## src/rtl/linear_layer_i4xi4_q_start_fifo_pkg.sv

```systemverilog
`default_nettype none
// ============================================================================
// Module      : linear_layer_i4xi4_q_start_fifo_pkg
// Description : Shared sizing helpers and constants for the start-token FIFOs
//               of the Linear_Layer_i4xi4_q dataflow region.
// Revision    : 1.0 - initial release
// ============================================================================
package linear_layer_i4xi4_q_start_fifo_pkg;

    // Storage index width for a given token capacity (never narrower than 1).
    function automatic int addr_width_for(input int depth);
        return (depth <= 2) ? 1 : $clog2(depth);
    endfunction

    // Occupancy / capacity width: one extra bit so the value DEPTH fits.
    function automatic int cap_width(input int addr_width);
        return addr_width + 1;
    endfunction

    localparam int c_start_fifo_depth      = 2;
    localparam int c_start_fifo_addr_width = addr_width_for(c_start_fifo_depth);
    localparam int c_start_fifo_cap_width  = cap_width(c_start_fifo_addr_width);

endpackage
`default_nettype wire

```

## src/rtl/linear_layer_i4xi4_q_start_fifo_if.sv

```systemverilog
`default_nettype none
// ============================================================================
// Module      : linear_layer_i4xi4_q_start_fifo_if
// Description : HLS-style if_* write/read handshake bundle of a start FIFO.
// Revision    : 1.0 - initial release
// ============================================================================
interface linear_layer_i4xi4_q_start_fifo_if
    import linear_layer_i4xi4_q_start_fifo_pkg::*;
#(
    parameter int DATA_WIDTH = 1,
    parameter int ADDR_WIDTH = 1
);
    logic                             if_write_ce;
    logic                             if_write;
    logic [DATA_WIDTH-1:0]            if_din;
    logic                             if_full_n;
    logic                             if_read_ce;
    logic                             if_read;
    logic [DATA_WIDTH-1:0]            if_dout;
    logic                             if_empty_n;
    logic [cap_width(ADDR_WIDTH)-1:0] if_num_data_valid;
    logic [cap_width(ADDR_WIDTH)-1:0] if_fifo_cap;

    // Producer/consumer side: issues requests, observes flags and data.
    modport master (
        output if_write_ce, if_write, if_din, if_read_ce, if_read,
        input  if_full_n, if_dout, if_empty_n, if_num_data_valid, if_fifo_cap
    );

    // FIFO side.
    modport slave (
        input  if_write_ce, if_write, if_din, if_read_ce, if_read,
        output if_full_n, if_dout, if_empty_n, if_num_data_valid, if_fifo_cap
    );
endinterface
`default_nettype wire

```

## src/rtl/linear_layer_i4xi4_q_start_fifo_srl.sv

```systemverilog
`default_nettype none
// ============================================================================
// Module      : linear_layer_i4xi4_q_start_fifo_srl
// Description : SRL-style shift-register token storage. A write shifts every
//               entry up by one and places din in entry 0; read is
//               asynchronous at addr.
// Revision    : 1.0 - initial release
// ============================================================================
module linear_layer_i4xi4_q_start_fifo_srl #(
    parameter int DATA_WIDTH = 1,
    parameter int ADDR_WIDTH = 1,
    parameter int DEPTH      = 2
) (
    input  wire logic                  clk,
    input  wire logic                  we,
    input  wire logic [ADDR_WIDTH-1:0] addr,
    input  wire logic [DATA_WIDTH-1:0] din,
    output logic      [DATA_WIDTH-1:0] dout
);

    // Contents are intentionally not reset; occupancy is tracked outside.
    logic [DATA_WIDTH-1:0] r_mem [DEPTH];

    // Shift the whole array by one slot on each write.
    always_ff @(posedge clk) begin
        if (we) begin
            r_mem[0] <= din;
            for (int i = 1; i < DEPTH; i++) begin
                r_mem[i] <= r_mem[i-1];
            end
        end
    end

    // Asynchronous read; addresses beyond DEPTH-1 (only when empty) return 0.
    always_comb begin
        dout = '0;
        for (int i = 0; i < DEPTH; i++) begin
            if (addr == ADDR_WIDTH'(i)) begin
                dout = r_mem[i];
            end
        end
    end

endmodule
`default_nettype wire

```

## src/rtl/linear_layer_i4xi4_q_start_fifo.sv

```systemverilog
`default_nettype none
// ============================================================================
// Module      : linear_layer_i4xi4_q_start_fifo
// Description : Start-token FIFO between a producer process and the
//               PE_i4xi4_pack_2x2 process. Tracks occupancy, keeps registered
//               full/empty flags and gates the if_* handshake so each
//               upstream start token launches the PE exactly once.
// Revision    : 1.0 - initial release
// ============================================================================
module linear_layer_i4xi4_q_start_fifo
    import linear_layer_i4xi4_q_start_fifo_pkg::*;
#(
    parameter int DATA_WIDTH = 1,
    parameter int DEPTH      = 2,
    parameter int ADDR_WIDTH = addr_width_for(DEPTH)
) (
    input  wire logic                         clk,
    input  wire logic                         reset,
    linear_layer_i4xi4_q_start_fifo_if.slave  fifo
);

    localparam int                   c_cw    = cap_width(ADDR_WIDTH);
    localparam logic [c_cw-1:0]      c_depth = c_cw'(DEPTH);

    logic [c_cw-1:0]       r_count;
    logic                  r_empty_n;
    logic                  r_full_n;
    logic [c_cw-1:0]       w_count_next;
    logic                  w_push;
    logic                  w_pop;
    logic [ADDR_WIDTH-1:0] w_read_addr;

    // Requests are only honoured while the matching flag allows them.
    assign w_push = fifo.if_write & fifo.if_write_ce & r_full_n;
    assign w_pop  = fifo.if_read  & fifo.if_read_ce  & r_empty_n;

    // Oldest token sits at count-1 because each push shifts entries upward.
    assign w_read_addr = r_count[ADDR_WIDTH-1:0] - ADDR_WIDTH'(1);

    // Next occupancy: a simultaneous push and pop leaves it unchanged.
    always_comb begin
        w_count_next = r_count;
        case ({w_push, w_pop})
            2'b10:   w_count_next = r_count + c_cw'(1);
            2'b01:   w_count_next = r_count - c_cw'(1);
            default: w_count_next = r_count;
        endcase
    end

    // Occupancy and flags, flags registered from the next occupancy.
    always_ff @(posedge clk) begin
        if (reset) begin
            r_count   <= '0;
            r_empty_n <= 1'b0;
            r_full_n  <= 1'b1;
        end else begin
            r_count   <= w_count_next;
            r_empty_n <= (w_count_next != '0);
            r_full_n  <= (w_count_next != c_depth);
        end
    end

    linear_layer_i4xi4_q_start_fifo_srl #(
        .DATA_WIDTH (DATA_WIDTH),
        .ADDR_WIDTH (ADDR_WIDTH),
        .DEPTH      (DEPTH)
    ) u_srl (
        .clk  (clk),
        .we   (w_push),
        .addr (w_read_addr),
        .din  (fifo.if_din),
        .dout (fifo.if_dout)
    );

    assign fifo.if_full_n         = r_full_n;
    assign fifo.if_empty_n        = r_empty_n;
    assign fifo.if_num_data_valid = r_count;
    assign fifo.if_fifo_cap       = c_depth;

endmodule
`default_nettype wire

```

## src/flat_wrapper.sv

```systemverilog
// flat-port wrapper written by rule: the top's interface ports become plain ports
module linear_layer_i4xi4_q_start_fifo_flat import linear_layer_i4xi4_q_start_fifo_pkg::*;
#(
    parameter int DATA_WIDTH = 1,
    parameter int DEPTH      = 2,
    parameter int ADDR_WIDTH = addr_width_for(DEPTH)
)
  (clk, reset, fifo_if_write_ce, fifo_if_write, fifo_if_din, fifo_if_read_ce, fifo_if_read, fifo_if_full_n, fifo_if_dout, fifo_if_empty_n, fifo_if_num_data_valid, fifo_if_fifo_cap);
  linear_layer_i4xi4_q_start_fifo_if #(.DATA_WIDTH(DATA_WIDTH), .ADDR_WIDTH(ADDR_WIDTH)) fifo_i ();
  input  wire logic clk;
  input  wire logic reset;
  input wire logic [$bits(fifo_i.if_write_ce)-1:0] fifo_if_write_ce;
  input wire logic [$bits(fifo_i.if_write)-1:0] fifo_if_write;
  input wire logic [$bits(fifo_i.if_din)-1:0] fifo_if_din;
  input wire logic [$bits(fifo_i.if_read_ce)-1:0] fifo_if_read_ce;
  input wire logic [$bits(fifo_i.if_read)-1:0] fifo_if_read;
  output wire logic [$bits(fifo_i.if_full_n)-1:0] fifo_if_full_n;
  output wire logic [$bits(fifo_i.if_dout)-1:0] fifo_if_dout;
  output wire logic [$bits(fifo_i.if_empty_n)-1:0] fifo_if_empty_n;
  output wire logic [$bits(fifo_i.if_num_data_valid)-1:0] fifo_if_num_data_valid;
  output wire logic [$bits(fifo_i.if_fifo_cap)-1:0] fifo_if_fifo_cap;
  assign fifo_i.if_write_ce = fifo_if_write_ce;
  assign fifo_i.if_write = fifo_if_write;
  assign fifo_i.if_din = fifo_if_din;
  assign fifo_i.if_read_ce = fifo_if_read_ce;
  assign fifo_i.if_read = fifo_if_read;
  assign fifo_if_full_n = fifo_i.if_full_n;
  assign fifo_if_dout = fifo_i.if_dout;
  assign fifo_if_empty_n = fifo_i.if_empty_n;
  assign fifo_if_num_data_valid = fifo_i.if_num_data_valid;
  assign fifo_if_fifo_cap = fifo_i.if_fifo_cap;
  linear_layer_i4xi4_q_start_fifo #(.DATA_WIDTH(DATA_WIDTH), .DEPTH(DEPTH), .ADDR_WIDTH(ADDR_WIDTH)) u_core (.clk(clk), .reset(reset), .fifo(fifo_i));
endmodule
```

## config.mk

```make
export PLATFORM = sky130hd
export DESIGN_NAME = linear_layer_i4xi4_q_start_fifo_flat
export DESIGN_NICKNAME = d
export VERILOG_FILES = /design/src/rtl/linear_layer_i4xi4_q_start_fifo_pkg.sv /design/src/rtl/linear_layer_i4xi4_q_start_fifo_if.sv /design/src/rtl/linear_layer_i4xi4_q_start_fifo_srl.sv /design/src/rtl/linear_layer_i4xi4_q_start_fifo.sv /design/src/flat_wrapper.sv
export SDC_FILE = /design/constraint.sdc
export NUM_CORES = 1
export LEC_CHECK = 0
export ABC_AREA = 1
export BUFFER_PORTS_ARGS = -buffer_cell sky130_fd_sc_hd__buf_2
export CORE_AREA = 2 2 39 41
export DETAILED_ROUTE_END_ITERATION = 10
export DIE_AREA = 0 0 41 43
export PLACE_DENSITY_LB_ADDON = 0.08
export SYNTH_ARGS = -nofsm -noshare
export SYNTH_HDL_FRONTEND = slang
export SYNTH_HIERARCHICAL = 1
export SYNTH_SLANG_ARGS = --single-unit
```

## constraint.sdc

```tcl
create_clock -name clk -period 2 [get_ports clk]
set_input_delay 0.4 -clock clk [delete_from_list [all_inputs] [get_ports clk]]
set_output_delay 0.4 -clock clk [all_outputs]
set_load 0.03 [all_outputs]
```

; Word-level counts from Yosys, hierarchy flattened
; Memory sizes are Yosys's and may differ from the RTL's.
; Cells that the tools add are included.
[classes]
bitwise = 4
muxes = 4
eq_ne = 3
addsub = 3
n_reduce_logical = 1
[op_table]
columns = op, count
row1 = 1-bit bitwise AND, 4
row2 = 2-bit case mux with 2 select lines, 1
row3 = 1-bit 2-to-1 mux, 3
row4 = "2-bit by 1-bit adder with 2-bit output, second input constant", 1
row5 = "2-bit by 1-bit == test with 1-bit output, second input constant", 1
row6 = "2-bit == test, second input constant", 1
row7 = "2-bit inequality test, second input constant", 1
row8 = 2-bit nonzero test, 1
row9 = "2-bit by 1-bit subtractor with 2-bit output, second input constant", 1
row10 = "1-bit subtractor, second input constant", 1
[word_totals]
ramBits = 2
register_bits = 4
elab_cells = 19
output_inout_bits = 7
input_bits = 7
memories = 1
[mem_list]
columns = memory, words, width, read_ports, rd_ports_with_merged_regs, wr, line
row1 = u_core.u_srl.r_mem, 2, 1, 2, 0, 2, linear_layer_i4xi4_q_start_fifo_srl.sv:22  ; logic [DATA_WIDTH-1:0] r_mem [DEPTH];

; Logic depth before layout (Yosys ltp)
; Gate-level depths: netlist of the first run.
[depth]
word_depth = 5
depth_mapped = 8
mapped_depth_nobuf = 8

; Modules after synthesis
; Netlist of the first run, hierarchy kept.
[by_module_without_submodules]
columns = mod, cells_per_inst, area_each_um2, seq_area_each_um2, instances
row1 = linear_layer_i4xi4_q_start_fifo, 29, 219.0, 80.1, 1
row2 = linear_layer_i4xi4_q_start_fifo_srl, 6, 75.1, 60.1, 1

; Worst setup path after synthesis of the first run
; OpenSTA, ideal clock, no wires.
[synth_timing]
kind = flip-flop to flip-flop
from = reg u_core.r_full_n, in the netlist u_core/fifo.if_full_n
to = reg u_core.r_empty_n, in the netlist u_core/fifo.if_empty_n
synth_period_minus_slack_ps = 1427
path_stages_with_launch = 7
required_ps = 1886
setup_ps = 114
path_buffers = 0
slack_ps = 573
arrival_ps = 1313
cell_sequence = dfxtp_1 -> nand3_1 -> ha_1 -> inv_1 -> nand4_1 -> nand3_2 -> nand2_1
[synth_via]
elab_chain_cells = 4
elab_cells_between_ends = 5
classes_between = eq/ne: 2 / mux: 1 / bitwise: 1 / reduce/logical: 1
[synth_rtl]
columns = item, line
row1 = "start, declared", linear_layer_i4xi4_q_start_fifo.sv:27  ; logic r_full_n;
row2 = "start signal, assigned", linear_layer_i4xi4_q_start_fifo.sv:59  ; r_full_n <= (w_count_next != c_depth);
row3 = 1-bit bitwise AND *, linear_layer_i4xi4_q_start_fifo.sv:34  ; assign w_push = fifo.if_write & fifo.if_write_ce & r_full_n;
row4 = 2-bit by 1-bit == test with 1-bit output or 2-bit == test (tied branches), linear_layer_i4xi4_q_start_fifo.sv:43  ; case ({w_push, w_pop})
row5 = 2-bit case mux with 2 select lines *, linear_layer_i4xi4_q_start_fifo.sv:43
row6 = 2-bit nonzero test *, linear_layer_i4xi4_q_start_fifo.sv:58  ; r_empty_n <= (w_count_next != '0);
row7 = "end signal, assigned", linear_layer_i4xi4_q_start_fifo.sv:58
row8 = "end, declared", linear_layer_i4xi4_q_start_fifo.sv:26  ; logic r_empty_n;
; Every way passes the cells marked *; elsewhere a longest branch is shown, timed or not.
; A chain may end at the register's enable or synchronous reset.

; Worst setup path in the final report of the first run
[layout_timing]
from = reg u_core.r_count[0], in the netlist u_core/fifo.if_num_data_valid[0]
to = out fifo_if_dout
[layout_via]
elab_chain_cells = 2
[layout_rtl]
columns = item, line
row1 = "start, declared", linear_layer_i4xi4_q_start_fifo.sv:25  ; logic [c_cw-1:0] r_count;
row2 = "start signal, assigned", linear_layer_i4xi4_q_start_fifo.sv:57  ; r_count <= w_count_next;
row3 = 1-bit subtractor, linear_layer_i4xi4_q_start_fifo.sv:38  ; assign w_read_addr = r_count[ADDR_WIDTH-1:0] - ADDR_WIDTH'(1);
row4 = net u_core.w_read_addr, linear_layer_i4xi4_q_start_fifo.sv:31  ; logic [ADDR_WIDTH-1:0] w_read_addr;
row5 = 1-bit 2-to-1 mux, linear_layer_i4xi4_q_start_fifo_srl.sv:38  ; if (addr == ADDR_WIDTH'(i)) begin
row6 = "end, declared", flat_wrapper.sv:18  ; output wire logic [$bits(fifo_i.if_dout)-1:0] fifo_if_dout;
; The timed path passes the listed nets, and every way through them passes these cells.

==> results of run 1 <==
==> report_power, final <==
| part | switching (W) | internal, W | total (W) | leakage (nW) |
|---|---|---|---|---|
| clock | 0.0000462 | 0.0000757 | 0.000122 | 0.0150 |
| combinational | 0.0000690 | 0.0000292 | 0.0000982 | 0.147 |
| sequential | 0.00000891 | 0.000140 | 0.000149 | 0.0516 |
| total | 0.000124 | 0.000245 | 0.000369 | 0.214 |
==> Yosys cell counts <==
cell / number / area share, %
inv_1: 6 / 7.7
ha_1: 1 / 4.3
nand2_2: 1 / 2.1
conb_1: 2 / 2.6
nand3_1: 1 / 1.7
nand3_2: 2 / 6.8
nand4_1: 2 / 4.3
edfxtp_1: 2 / 20
buf_4: 2 / 5.1
nand2_1: 6 / 7.7
dfxtp_1: 4 / 27
nor2_1: 1 / 1.3
and3_1: 1 / 2.1
xor2_1: 1 / 3.0
inv_2: 3 / 3.8
==> layer usage <==
metal,vias up,share of wire (%),track usage (%)
li1,127,-,-
met1,109,43,8.44
met2,9,46,8.13
met3,2,9.6,3.14
met4,0,0.71,6.00
met5,-,0,0
==> worst max path at each step <==
stage | slack (ps) | endpoint | depth (start not counted) | startpoint
detailed placement | 520 | u_core/fifo.if_empty_n | 7 | fifo_if_read
global route | 500 | fifo_if_dout | 5 | u_core/fifo.if_num_data_valid[0]
global placement | 550 | u_core/fifo.if_empty_n | 7 | fifo_if_read
finish | 550 | fifo_if_dout | 5 | u_core/fifo.if_num_data_valid[0]
floorplan | 570 | u_core/fifo.if_empty_n | 6 | u_core/fifo.if_full_n
CTS | 540 | fifo_if_dout | 5 | u_core/fifo.if_num_data_valid[0]
==> worst max-delay path: cells and delay by family, from the launching register on <==
kind | cells | cell delay (ps)
flip-flops | 1 | 400
buffers and inverters | 3 | 310
AND/OR/NAND/NOR | 2 | 90
==> cell families after synthesis <==
kind of cell	after synthesis	share of synthesized area [%]
buffers and inverters	11	16.6
adders and majority gates	1	4.25
xor gates and xnor gates	1	2.98
and+or+nand+nor	14	26.0
other	2	2.55
DFF	6	47.7
==> through the flow <==
step,setup WS (ps),util [%],area [um^2],power [W]
after CTS,537,27.5,380,0.000377
after floorplan,573,-,294,0.000225
after global routing,502,27.5,380,0.000392
after global placement,549,25.6,354,0.000249
after detailed placement,516,25.6,354,0.000250
final,552,27.5,380,0.000369
==> cell type report <==
| class | count | area (um^2) |
|---|---|---|
| fillers | 162 | 1000 |
| flip-flops and latches | 6 | 140 |
| multi-input cells | 18 | 105 |
| repair buffers | 11 | 55.1 |
| inverters | 9 | 33.8 |
| clock buffers | 4 | 26.3 |
| well taps | 16 | 20.0 |
==> registers in the layout, summed over array words and instances (netlist names) <==
register / flops
u_core/fifo.if_empty_n: 1
u_core/fifo.if_full_n: 1
u_core/fifo.if_num_data_valid: 2
u_core/u_srl/r_mem: 2
==> results.json, run 1 <==
{
  "post_cts_hold_buffers": 0,
  "antenna_found_initial": 0,
  "timing.reg2reg.worst_path_depth": 6,
  "placedCellCount": 60,
  "clock-skew-final_ps": 2.92,
  "timing_worst_setup_path_type": "register to primary output",
  "leakagePower_nw": 0.214,
  "rsz0062_at_grt": "no",
  "fp.dieArea_um2": 1760,
  "hold_start": "fifo_if_din",
  "floorplan.rows": 14,
  "route.antenna.remaining_nets": 0,
  "synth.net_count": 43,
  "critPathSlowestCell": "dfxtp_1",
  "via_count_of_the_first_global_routing_pass": 187,
  "n_diodes": 0,
  "clk_path_buf_depth": 2,
  "ff2ff_setup_slack_ps": 700,
  "cp_data_arrival_time_ps": 1050,
  "coreArea_um2": 1380,
  "grt_start_max_net_pins": 5,
  "initial_utilization_pct": 21.2,
  "1st_iter_drt_viols": 3,
  "seq_area_frac_synth_pct": 47.7,
  "hold_end": "u_core/u_srl/r_mem[0][0]",
  "required_arrival_time_at_the_worst_endpoint_ps": 1600,
  "crit_path_max_fanout": 4,
  "max_cap_viol_count": 0,
  "worst_skew_pair.late_latency_ps": 240,
  "firstDrtPassIters": 2,
  "post-route-period-util_pct": 72.4,
  "finalCriticalPeriod_ps": 1450,
  "ioPinCount": 14,
  "status": "finished clean",
  "cts.repair.resized": 0,
  "post_cts_buffers": 0,
  "max_clock_freq_ghz": 0.691,
  "hold_violations": 0,
  "via_count": 247,
  "horiz_die_dim_um": 41,
  "final_common_cell": "buf_2",
  "crit_path_frequent_cell": "nand2_1",
  "synthCells": 35,
  "min_delay_path_depth": 1,
  "peakVddDrop_mv": 0.268,
  "globalplace.congestion": 0.769,
  "critPathCaptureType": "primary output",
  "power.density_nw_per_um2": 971,
  "mappedNetlistArea_um2": 294,
  "layout.cells.non_filler": 64,
  "wire_length_of_the_first_global_routing_pass_um": 759,
  "final_net_count": 57,
  "cts_tree": "done",
  "hpwlAfterDp_um": 448,
  "grt.total_usage_pct": 6.75,
  "final.hold.worst_slack_ps": 329,
  "via_per_inst": 3.86,
  "setup-violations-final": 0,
  "port_buffers": 11,
  "numClockSinks": 6,
  "setup.worst_path.start_class": "register",
  "syn_to_final_growth_pct": 29.4,
  "tns_ps": 0,
  "timing_max_transition_violations_final": 0,
  "critical_path.cell_chain": "inv_2 > inv_1 > nand2_1 > nand2_1 > buf_2",
  "sum_of_overflow_across_all_layers_after_global_routing": 0,
  "fraction_of_final_layout_cells_with_drive_strength_greater_than_1_pct": 41.7,
  "crit-reg2reg-launch": "u_core/fifo.if_empty_n",
  "final_cell_mix": "buf_2, inv_1, nand2_1",
  "drc": 0,
  "dieHeight_um": 43,
  "post_detailed_routing_wire_length_um": 562,
  "hold_path.class": "input port to register",
  "slowest_delay_ps": 400,
  "cts.clk_slew.worst_paths_ps": 50,
  "post_synth.cell_area_avg_um2": 8.40,
  "synthesis.yosys.warnings": 6,
  "ys_ff_latch": 6,
  "cts-root-buf": "clkbuf_4",
  "r2r-end": "u_core/fifo.if_empty_n",
  "synthDistinctLibCells": 15,
  "cts_htree_levels": 1,
  "routed_wire_length_per_instance_um": 8.78,
  "cts_inserted_buffers": 3
}
Power figures use the tool's default switching activity.
==> run 2, diff against run 1 <==
- ABC_AREA: 1 -> 0
- clock period: 2 -> 1.4 ns (I/O delays scaled with it)
==> run 2 against run 1 <==
- combinational power grew 57%
- hold slack got worse by 120 ps
- clock power is 40% higher
- via count is 3.2% higher
- highest routed layer unchanged
- clock skew increased by 4.7 ps
- largest cell class is now multi-input combinational cells
- largest power group unchanged
- sequential share of layout area shrank 4.3 points
==> results.json, run 2 <==
{
  "required_arrival_time_at_the_worst_endpoint_ps": 1570,
  "synthesis.yosys.warnings": 6,
  "netlist_top_cells_area": "dfxtp_1, edfxtp_1, xor2_1",
  "clk_path_buf_depth": 2,
  "cts_inserted_buffers": 3,
  "critPathCaptureType": "register",
  "hold_violations": 0,
  "fraction_of_final_layout_cells_with_drive_strength_greater_than_1_pct": 58.7,
  "hold_start": "fifo_if_din",
  "ys.flop_type": "dfxtp_1",
  "timing.reg2reg.worst_path_depth": 6,
  "mappedNetlistArea_um2": 295,
  "coreArea_um2": 1380,
  "initial_utilization_pct": 21.3,
  "seq_area_frac_synth_pct": 47.5,
  "worst_skew_pair.late_latency_ps": 240,
  "synth_enable_flop_cells": 2,
  "post_cts_hold_buffers": 0,
  "setup-violations-final": 0,
  "ioPinCount": 14,
  "max_clock_freq_ghz": 0.737,
  "synth_top_area_cell": "dfxtp_1",
  "sum_of_overflow_across_all_layers_after_global_routing": 0,
  "number_of_inserted_filler_cells_in_the_final_layout": 155,
  "antenna_found_initial": 0,
  "timing_worst_setup_path_type": "register to register",
  "hold_path.class": "input port to register",
  "setup.worst_path.start_class": "register",
  "synth_top_area_share_pct": 27.1,
  "final_net_count": 55,
  "cp_top_family": "simple AND/OR/NAND/NOR gates",
  "peakVddDrop_mv": 0.350,
  "wire_length_of_the_first_global_routing_pass_um": 917,
  "via_per_inst": 4.11,
  "ff2ff_setup_slack_ps": 40,
  "crit_path_max_fanout": 2,
  "routed_wire_length_per_instance_um": 9.71,
  "busiest_layer_in_global_routing": "met2",
  "synth.net_count": 37,
  "seqCellArea_um2": 146,
  "cts_tree": "done",
  "via_count_of_the_first_global_routing_pass": 234,
  "ys_ff_latch": 6,
  "cts_htree_levels": 1,
  "status": "finished clean",
  "max_cap_viol_count": 0,
  "hpwlAfterDp_um": 486,
  "synthDistinctLibCells": 19,
  "port_buffers": 11,
  "slowest_delay_ps": 330,
  "power.density_nw_per_um2": 1180,
  "path_buf_inv": 1,
  "final.hold.worst_slack_ps": 208,
  "horiz_die_dim_um": 41,
  "firstDrtPassIters": 3,
  "post_detailed_routing_wire_length_um": 602,
  "multi_input_area_um2": 154,
  "fin_area_um2": 449,
  "globalplace.congestion": 0.681,
  "dieHeight_um": 43,
  "r2r-end": "u_core/fifo.if_num_data_valid[1]",
  "cts.clk_slew.worst_paths_ps": 50,
  "asr_flop_ratio_synth_pct": 0,
  "finalCriticalPeriod_ps": 1360,
  "synthCells": 29,
  "drc": 0,
  "tns_ps": 0,
  "post-route-period-util_pct": 96.9,
  "yosys-top-cells-count": "dfxtp_1, inv_1",
  "grt_start_max_net_pins": 7,
  "global_route.usage.met2_pct": 11.3,
  "final_cell_mix": "buf_2, buf_4, clkbuf_4",
  "fp.dieArea_um2": 1760,
  "route.antenna.remaining_nets": 0,
  "crit-reg2reg-launch": "u_core/fifo.if_full_n",
  "critPathSlowestCell": "dfxtp_4",
  "timing_max_transition_violations_final": 0,
  "post_synth.cell_area_avg_um2": 10.2,
  "numClockSinks": 6,
  "min_delay_path_depth": 1,
  "grt.total_usage_pct": 8.54,
  "floorplan.rows": 14,
  "clock-skew-final_ps": 7.66,
  "n_diodes": 0,
  "rsz0062_at_grt": "yes",
  "globalRouteMet3Util_pct": 3.66,
  "final_common_cell": "buf_2",
  "gr-usage-met1_pct": 8.71,
  "hold_end": "u_core/u_srl/r_mem[0][0]",
  "1st_iter_drt_viols": 10,
  "cp_data_arrival_time_ps": 1530,
  "cts-root-buf": "clkbuf_4",
  "placement.cell_area_um2": 400,
  "syn_to_final_growth_pct": 52.1,
  "critical_path.cell_chain": "and3_4 > inv_2 > ha_4 > xnor2_2 > or3_1 > a21oi_1",
  "final_core_utilization_pct": 32.5,
  "via_count": 255,
  "leakagePower_nw": 0.207,
  "synth.most_common_cell": "dfxtp_1"
}
run 2: how the worst max path moves through the flow:
stage / startpoint / endpoint / slack, ps / cells past startpoint
finish: u_core/fifo.if_full_n / u_core/fifo.if_num_data_valid[1] / 40 / 6
global route: u_core/fifo.if_full_n / u_core/fifo.if_num_data_valid[1] / -10 / 6
CTS: u_core/u_srl/r_mem[0][0] / fifo_if_dout / 10 / 2
detailed placement: fifo_if_write / u_core/fifo.if_num_data_valid[1] / -7 / 6
global placement: fifo_if_write / u_core/fifo.if_num_data_valid[1] / 10 / 6
floorplan: u_core/fifo.if_full_n / u_core/fifo.if_num_data_valid[1] / 8 / 5
run 2: area by class of cell:
cell class,count,area share (%)
Clock buffer,4,5.85
Sequential cell,6,32.6
Tap cell,16,4.46
Inverter,3,2.51
Timing Repair Buffer,15,20.3
Multi-Input combinational cell,18,34.3
run 2: layer usage:
layer | part of all wire, % | wire length (um)
met5 | 0 | 0
met3 | 7.6 | 46
met1 | 40 | 239
met2 | 51 | 306
met4 | 1.7 | 10
run 2: logic make-up (layout without fill, tap and decap cells):
group / count (synthesis) / in the layout / share of synthesized area, %
and+or+nand+nor: 7 / 7 / 14.0
DFF: 6 / 6 / 47.5
buffers and inverters: 5 / 22 / 8.90
AOI/OAI and AO/OA: 4 / 4 / 8.90
xor gates and xnor gates: 3 / 3 / 8.90
other: 2 / 2 / 2.54
adders and majority gates: 1 / 1 / 4.24
muxes: 1 / 1 / 5.08
run 2: timing repair:
item                       in CTS  in global routing
resized for setup               2                  4
setup endpoints to repair       1                  2
buffers inserted                0                  1
run 2: metrics by stage:
step	worst slack (ps)	total power [W]	cells
5_1_grt	-13.6	0.000569	62
6_report	42.9	0.000531	62
2_1_floorplan	7.99	0.000308	29
3_5_place_dp	-6.73	0.000349	57
3_3_place_gp	12.6	0.000346	57
4_1_cts	13.2	0.000534	61
run 2: power breakdown:
group	leakage [nW]	switching, W	internal, W
clock	0.0150	0.0000630	0.000108
sequential	0.0521	0.00000841	0.000197
combinational	0.140	0.0000853	0.0000692
total	0.207	0.000157	0.000374
